$ cat src/rtl/uart_rx_param.sv
// uart_rx_param
// Parametrised UART receiver with configurable frame format (5..9 data bits,
// none/odd/even parity, 1 or 2 stop bits) and oversampling ratio. Each bit is
// decided by a 3-sample majority vote around mid-bit. Framing, parity and
// break conditions are reported alongside the received word.
//
// Ports:
//   clk          system clock, rising edge
//   rst          synchronous active-high reset
//   rxEn         receiver enable; dropping it mid-frame aborts the frame
//   rxIn         asynchronous serial line, idles high
//   rxBusy       a frame is being received
//   rxDone       one-cycle pulse when a frame completes
//   rxErr        a stop bit voted 0 (valid with rxDone)
//   rxParityErr  parity mismatch (valid with rxDone)
//   rxBreak      framing error with all data and parity bits 0 (valid with rxDone)
//   rxOut        last received data word, held until the next rxDone
module uart_rx_param #(
    parameter int CLOCK_RATE = 12000000,
    parameter int BAUD_RATE  = 9600,
    parameter int OVERSAMPLE = 16,
    parameter int DATA_BITS  = 8,
    parameter int PARITY     = 0,
    parameter int STOP_BITS  = 1
) (
    input  logic                 clk,
    input  logic                 rst,
    input  logic                 rxEn,
    input  logic                 rxIn,
    output logic                 rxBusy,
    output logic                 rxDone,
    output logic                 rxErr,
    output logic                 rxParityErr,
    output logic                 rxBreak,
    output logic [DATA_BITS-1:0] rxOut
);

    localparam int DIV    = CLOCK_RATE / (BAUD_RATE * OVERSAMPLE);
    localparam int DIV_W  = (DIV > 1) ? $clog2(DIV) : 1;
    localparam int TICK_W = $clog2(OVERSAMPLE);

    localparam logic [DIV_W-1:0]  DIV_LAST  = DIV_W'(DIV - 1);
    localparam logic [TICK_W-1:0] SAMPLE0   = TICK_W'(OVERSAMPLE / 2 - 1);
    localparam logic [TICK_W-1:0] SAMPLE1   = TICK_W'(OVERSAMPLE / 2);
    localparam logic [TICK_W-1:0] SAMPLE2   = TICK_W'(OVERSAMPLE / 2 + 1);
    localparam logic [TICK_W-1:0] TICK_LAST = TICK_W'(OVERSAMPLE - 1);
    localparam logic [3:0]        BITS_END  = 4'(DATA_BITS);
    localparam logic              STOP_LAST = 1'(STOP_BITS - 1);

    typedef enum logic [2:0] {
        IDLE,
        START,
        DATA,
        PARITY_BIT,
        STOP
    } RxState;

    RxState                 state;
    logic                   sync1;
    logic                   sync2;
    logic                   linePrev;
    logic [DIV_W-1:0]       divCnt;
    logic [TICK_W-1:0]      tickCnt;
    logic [3:0]             bitCnt;
    logic                   stopCnt;
    logic                   stopErr;
    logic                   samp0;
    logic                   samp1;
    logic                   parityBit;
    logic [DATA_BITS-1:0]   shiftReg;

    logic vote;
    logic frameErr;
    logic parityFail;

    // The third sample is taken live from the synchronised line on the
    // tick where the vote is used, so only two samples need storing.
    assign vote = (samp0 & samp1) | (samp0 & sync2) | (samp1 & sync2);

    // Frame-level results used on the final stop-bit vote.
    assign frameErr   = stopErr | ~vote;
    assign parityFail = (PARITY == 1) ? ~(^{shiftReg, parityBit}) :
                        (PARITY == 2) ?  (^{shiftReg, parityBit}) : 1'b0;

    // Single receiver process: line synchroniser, baud/oversample tick
    // generation, majority sampling and the frame state machine. The tick
    // counters are cleared on start detection so sampling is phase-locked to
    // the falling edge of the start bit. Start detection looks for a 1->0
    // transition of the synchronised line, so after a break the line has to
    // return high before another frame can begin.
    always_ff @(posedge clk) begin
        if (rst) begin
            state       <= IDLE;
            sync1       <= 1'b1;
            sync2       <= 1'b1;
            linePrev    <= 1'b1;
            divCnt      <= '0;
            tickCnt     <= '0;
            bitCnt      <= '0;
            stopCnt     <= 1'b0;
            stopErr     <= 1'b0;
            samp0       <= 1'b1;
            samp1       <= 1'b1;
            parityBit   <= 1'b0;
            shiftReg    <= '0;
            rxBusy      <= 1'b0;
            rxDone      <= 1'b0;
            rxErr       <= 1'b0;
            rxParityErr <= 1'b0;
            rxBreak     <= 1'b0;
            rxOut       <= '0;
        end else begin
            sync1       <= rxIn;
            sync2       <= sync1;
            linePrev    <= sync2;
            rxDone      <= 1'b0;
            rxErr       <= 1'b0;
            rxParityErr <= 1'b0;
            rxBreak     <= 1'b0;

            if (state != IDLE && !rxEn) begin
                state  <= IDLE;
                rxBusy <= 1'b0;
            end else begin
                case (state)
                    IDLE: begin
                        if (rxEn && linePrev && !sync2) begin
                            state   <= START;
                            rxBusy  <= 1'b1;
                            divCnt  <= '0;
                            tickCnt <= '0;
                            bitCnt  <= '0;
                            stopCnt <= 1'b0;
                            stopErr <= 1'b0;
                        end
                    end
                    default: begin
                        if (divCnt == DIV_LAST) begin
                            divCnt  <= '0;
                            tickCnt <= (tickCnt == TICK_LAST) ? '0 : tickCnt + 1'b1;
                            if (tickCnt == SAMPLE0) samp0 <= sync2;
                            if (tickCnt == SAMPLE1) samp1 <= sync2;

                            // Mid-bit: the vote is complete on this tick.
                            if (tickCnt == SAMPLE2) begin
                                case (state)
                                    START: begin
                                        if (vote) begin
                                            state  <= IDLE;
                                            rxBusy <= 1'b0;
                                        end
                                    end
                                    DATA: begin
                                        shiftReg <= {vote, shiftReg[DATA_BITS-1:1]};
                                        bitCnt   <= bitCnt + 1'b1;
                                    end
                                    PARITY_BIT: begin
                                        parityBit <= vote;
                                    end
                                    STOP: begin
                                        if (stopCnt == STOP_LAST) begin
                                            rxOut       <= shiftReg;
                                            rxDone      <= 1'b1;
                                            rxErr       <= frameErr;
                                            rxParityErr <= parityFail;
                                            rxBreak     <= frameErr && (shiftReg == '0) &&
                                                           (PARITY == 0 || !parityBit);
                                            rxBusy      <= 1'b0;
                                            state       <= IDLE;
                                        end else begin
                                            stopErr <= stopErr | ~vote;
                                            stopCnt <= 1'b1;
                                        end
                                    end
                                    default: ;
                                endcase
                            end

                            // End of bit: move to the next field.
                            if (tickCnt == TICK_LAST) begin
                                case (state)
                                    START: state <= DATA;
                                    DATA: begin
                                        if (bitCnt == BITS_END)
                                            state <= (PARITY != 0) ? PARITY_BIT : STOP;
                                    end
                                    PARITY_BIT: state <= STOP;
                                    default: ;
                                endcase
                            end
                        end else begin
                            divCnt <= divCnt + 1'b1;
                        end
                    end
                endcase
            end
        end
    end

endmodule

$ cat config.mk
export PLATFORM = sky130hd
export DESIGN_NAME = uart_rx_param
export DESIGN_NICKNAME = d
export VERILOG_FILES = /design/src/rtl/uart_rx_param.sv
export SDC_FILE = /design/constraint.sdc
export NUM_CORES = 1
export LEC_CHECK = 0
export ABC_AREA = 1
export CELL_PAD_IN_SITES_DETAIL_PLACEMENT = 0
export CELL_PAD_IN_SITES_GLOBAL_PLACEMENT = 1
export CORE_MARGIN = 2
export CORE_UTILIZATION = 40
export CTS_BUF_LIST = sky130_fd_sc_hd__clkbuf_8
export CTS_CLUSTER_SIZE = 14
export DETAILED_ROUTE_END_ITERATION = 16
export GPL_TIMING_DRIVEN = 1
export PLACE_DENSITY_LB_ADDON = 0.1
export SLEW_MARGIN = 0
export SYNTH_ARGS = -nofsm -noshare
export SYNTH_HDL_FRONTEND = slang
export SYNTH_SLANG_ARGS = --single-unit
$ cat constraint.sdc
create_clock -name clk -period 3.53 [get_ports clk]
set_input_delay 0.8825 -clock clk [delete_from_list [all_inputs] [get_ports clk]]
set_output_delay 0.8825 -clock clk [all_outputs]
set_load 0.03 [all_outputs]
# Word-level counts from Yosys, hierarchy flattened

Index checks and enable logic that the tools add are counted.

Add/sub/neg operators: 3
Equal/unequal tests: 13
Mux-type cells: 40
Bitwise operators: 13
Reduce and logical (&&, ||, !) cells: 29

Operator list:

| kind                | count |
|---|---|
| $mux 4              | 8 |
| $mux 3              | 8 |
| $mux 7              | 3 |
| $mux 1              | 18 |
| $reduce_and 6->1    | 3 |
| $eq 4x4->1 const B  | 4 |
| $reduce_and 5->1    | 3 |
| $reduce_bool 2->1   | 5 |
| $pmux 3 s3          | 1 |
| $add 4x1->4 const B | 2 |
| $logic_not 8->1     | 1 |
| $reduce_and 4->1    | 2 |
| $add 7x1->7 const B | 1 |
| $eq 7x7->1 const B  | 1 |
| $not 1->1           | 7 |
| $reduce_or 7->1     | 1 |
| $eq 3x2->1 const B  | 2 |
| $ne 3x3->1 const B  | 2 |
| $pmux 3 s2          | 1 |
| $reduce_bool 3->1   | 2 |
| $reduce_or 6->1     | 1 |
| $eq 4x3->1 const B  | 1 |
| $logic_and 1x1->1   | 4 |
| $reduce_and 2->1    | 2 |
| 10 further kinds    | 15 |

Flip-flop bits (word level): 45
Output and inout port bits: 13
Word-level logic and storage cells: 115

# Logic depth before layout (Yosys ltp)

Depth in word-level cells: 11
Gate-level depth with buffers: 11

# Worst setup path after synthesis

Ideal clock, no wire load.

Path kind: input port to flip-flop
From: input rst
To: register tickCnt[3]
Setup time: 0.121 ns
Arrival: 1.679 ns
Required time: 3.409 ns
Setup slack: 1.731 ns
Cell stages on the path: 6
Buffers on the path: 1
Path through: clkbuf_1 clkinv_1 nand2_1 inv_1 nand2_1 o31ai_1

RTL lines:

| element              | line | RTL |
|---|---|---|
| from (decl)          | 27   | `input logic rst,` |
| to (signal assigned) | 140  | `tickCnt <= (tickCnt == TICK_LAST) ? '0 : tickCnt + 1'b1;` |
| to (decl)            | 63   | `logic [TICK_W-1:0] tickCnt;` |

# Worst setup path in the final report

From: register rxOut[7]
To: output rxOut[7]

RTL lines:

| element                | line | RTL |
|---|---|---|
| from (decl)            | 35   | `output logic [DATA_BITS-1:0] rxOut` |
| from (signal assigned) | 162  | `rxOut <= shiftReg;` |

No word-level cell between the ends.

==> out/summary.txt <==
area grow syn2layout -> 15.3%
Post-CTS Resized -> 0
Post-CTS Setup Inserts -> 0
Die H -> 76.7 um
Max FO, Critical Path -> 2
FP Rows -> 26
Post-Syn Instances -> 286
Root Buffer -> clkbuf_8
status -> finished clean
endpoint class of the critical path -> output port
Ports -> 17
RSZ-0062 raised after global routing -> no
vias in the first global route -> 1,573
Buf/Inv on CP -> 1
Max-cap violations -> 0
Synth Area in Simple Gates -> 30.9%
WS Path Type -> flop to output port
post-synthesis area per instance -> 7.40 um2
min cycle time layout -> 2.20 ns
largest family of logic cells by synthesized area -> simple AND/OR/NAND/NOR gates
Initial DRC Count -> 55
cts-stage hold buffer count -> 0
commonest non-fill, non-tap cell in the layout -> nand2_1
ANT nets after route -> 0
Pins Over Slew Limit -> 0
DR vias/cell -> 4.78
first-pass GRT wire length -> 7.45 mm
initial antenna violation count -> 0
P per Cell Area -> 406 mW/mm2
die width -> 76.7 um
Max Clock Freq -> 0.455 GHz
# DRC -> 0
syn_nets -> 297
peak supply drop -> 371 uV
register-to-register setup slack -> 1.74 ns
post-synthesis mux area share -> 0%
CP max-delay cell -> clkdlybuf4s50_1
post-layout util -> 47.8%
Startpoint Class -> flop
Detailed Route WL -> 4.53 mm
Final Hold Fails -> 0
delay-heaviest family, CP -> buffers and inverters
die area -> 0.00589 mm2
CTS clk-pin slew, worst paths -> 0.08 ns
CTS Buffer Depth -> 2
port bufs -> 15
Core ar. -> 0.00511 mm2
CTS tree -> yes
Net count, final -> 313
reg-to-reg endpoint -> shiftReg[1]$_SDFFE_PP0P_
Worst EP required -> 2.65 ns
Setup TNS -> 0 ns
depth of the worst register-to-register path -> 9
Compound-Gate Fraction of Synth Area -> 13.1%
Slew HR -> 40.2%
worst skew pair latency -> 0.30 ns
Pre-antenna DRT Iters -> 5
synthesized cell area -> 0.00212 mm2
gpl congestion -> 0.851
register area share after synthesis -> 41.6%
largest net degree at the start of global routing -> 26
Multi-input gate area -> 0.00106 mm2
Num CTS Buffers -> 5
period utilization -> 62.2%
CP Capture Point -> rxOut[7]
H-Tree Depth -> 2
final setup fails -> 0
Initial Utilization -> 41.4%
yosys warns -> 0
share of layout cells above drive strength 1 -> 7.92%
Congestion Overflow GR -> 0
Fillers -> 528
drt wl/cell -> 12.1 um
Leak Pwr -> 1.01 nW
flops & latches, synth -> 44
clock sink count -> 44
Worst Hold Class -> flop to flop
WP depth -> 1
Antenna diodes -> 0
FF/Latch Area -> 881 um2
most frequent cells in the layout -> nand2_1, dfxtp_1, inv_1
post-DP HPWL -> 3.24 mm
synth unique cells -> 33
gr usage total -> 15.9%
Synth Area in XOR/XNOR -> 1.66%
adder-cell share of the synthesized area -> 4.14%
Vias -> 1,784
Worst-Margin Slew -> 0.894 ns
Critical Path Source -> rxOut[7]$_SDFFE_PP0P_
clk_skew -> 0.00462 ns
cell chain of the critical path -> clkdlybuf4s50_1
largest stage delay on the critical path -> 0.67 ns
Critical R2R Launch -> divCnt[1]$_SDFFE_PP0P_
worst path arrival time -> 1.31 ns
Yosys cell counts, drive strengths merged:
cell,instances,area share [%]
inv,35,6.2
nand3,25,5.9
and3,1,0.30
nor4,3,1.2
ha,7,4.1
conb,1,0.18
o22ai,3,0.89
o21a,8,2.8
buf,5,1.7
nand3b,4,2.0
nand2,70,14
clkinv,1,0.18
dfxtp,44,42
nand4,1,0.30
nor3,5,1.7
clkbuf,2,0.35
o31ai,1,0.35
a21oi,32,7.6
nor2,26,5.1
xor2,4,1.7
or2,2,0.59
o21ai,6,1.4
layout make-up:
type / instances / area share, %
Clock inverter: 2 / 1.59
Tap cell: 70 / 3.59
Timing Repair Buffer: 16 / 6.46
Clock buffer: 6 / 3.38
Sequential cell: 44 / 36.1
Inverter: 36 / 5.54
Multi-Input combinational cell: 199 / 43.3
state kept, by name, indices dropped and copies added (netlist names), 3 cells and up:
| register | count |
|---|---|
| rxOut | 8 |
| shiftReg | 8 |
| divCnt | 7 |
| bitCnt | 4 |
| tickCnt | 4 |
| state | 3 |
report_power, final:
part	internal (W)	leakage (nW)	switching, W	total, W
combinational	0.0000206	0.593	0.0000501	0.0000707
sequential	0.000500	0.355	0.00000559	0.000506
clock	0.000232	0.0614	0.000181	0.000413
total	0.000753	1.01	0.000237	0.000990
metrics by stage:
step / setup WS, ns / hold slack [ns] / power [W] / instance area (um2) / cells
3_5_place_dp: 1.03 / 0.402 / 0.000588 / 2320 / 365
6_report: 1.33 / 0.418 / 0.000990 / 2440 / 373
3_3_place_gp: 1.02 / 0.393 / 0.000589 / 2320 / 365
4_1_cts: 1.32 / 0.425 / 0.00101 / 2440 / 373
2_1_floorplan: 1.73 / 0.389 / 0.000568 / 2120 / 286
5_1_grt: 1.18 / 0.430 / 0.00103 / 2440 / 373
how the worst min path moves through the flow:
stage	start	end	slack (ns)	cells after the start
floorplan	sync1$_SDFF_PP1_	sync2$_SDFF_PP1_	0.39	1
global placement	sync1$_SDFF_PP1_	sync2$_SDFF_PP1_	0.39	1
detailed placement	sync1$_SDFF_PP1_	sync2$_SDFF_PP1_	0.40	1
CTS	sync1$_SDFF_PP1_	sync2$_SDFF_PP1_	0.43	1
global route	sync1$_SDFF_PP1_	sync2$_SDFF_PP1_	0.43	1
finish	sync1$_SDFF_PP1_	sync2$_SDFF_PP1_	0.42	1
kinds of logic after synthesis:
kind of cell,Yosys count
buffers and inverters,43
xor gates and xnor gates,4
adders and majority gates,7
and+or+nand+nor,137
AOI/OAI and AO/OA,50
other,1
DFF,44
metal layers:
layer | up-vias | global-route usage [%] | wire [um]
met1 | 802 | 21.7 | 2330
met4 | 0 | 6.18 | 65
met3 | 6 | 3.88 | 110
li1 | 955 | - | -
met2 | 21 | 24.1 | 2020
met5 | - | 0 | 0
No activity file was read; power rests on OpenSTA's default activity.
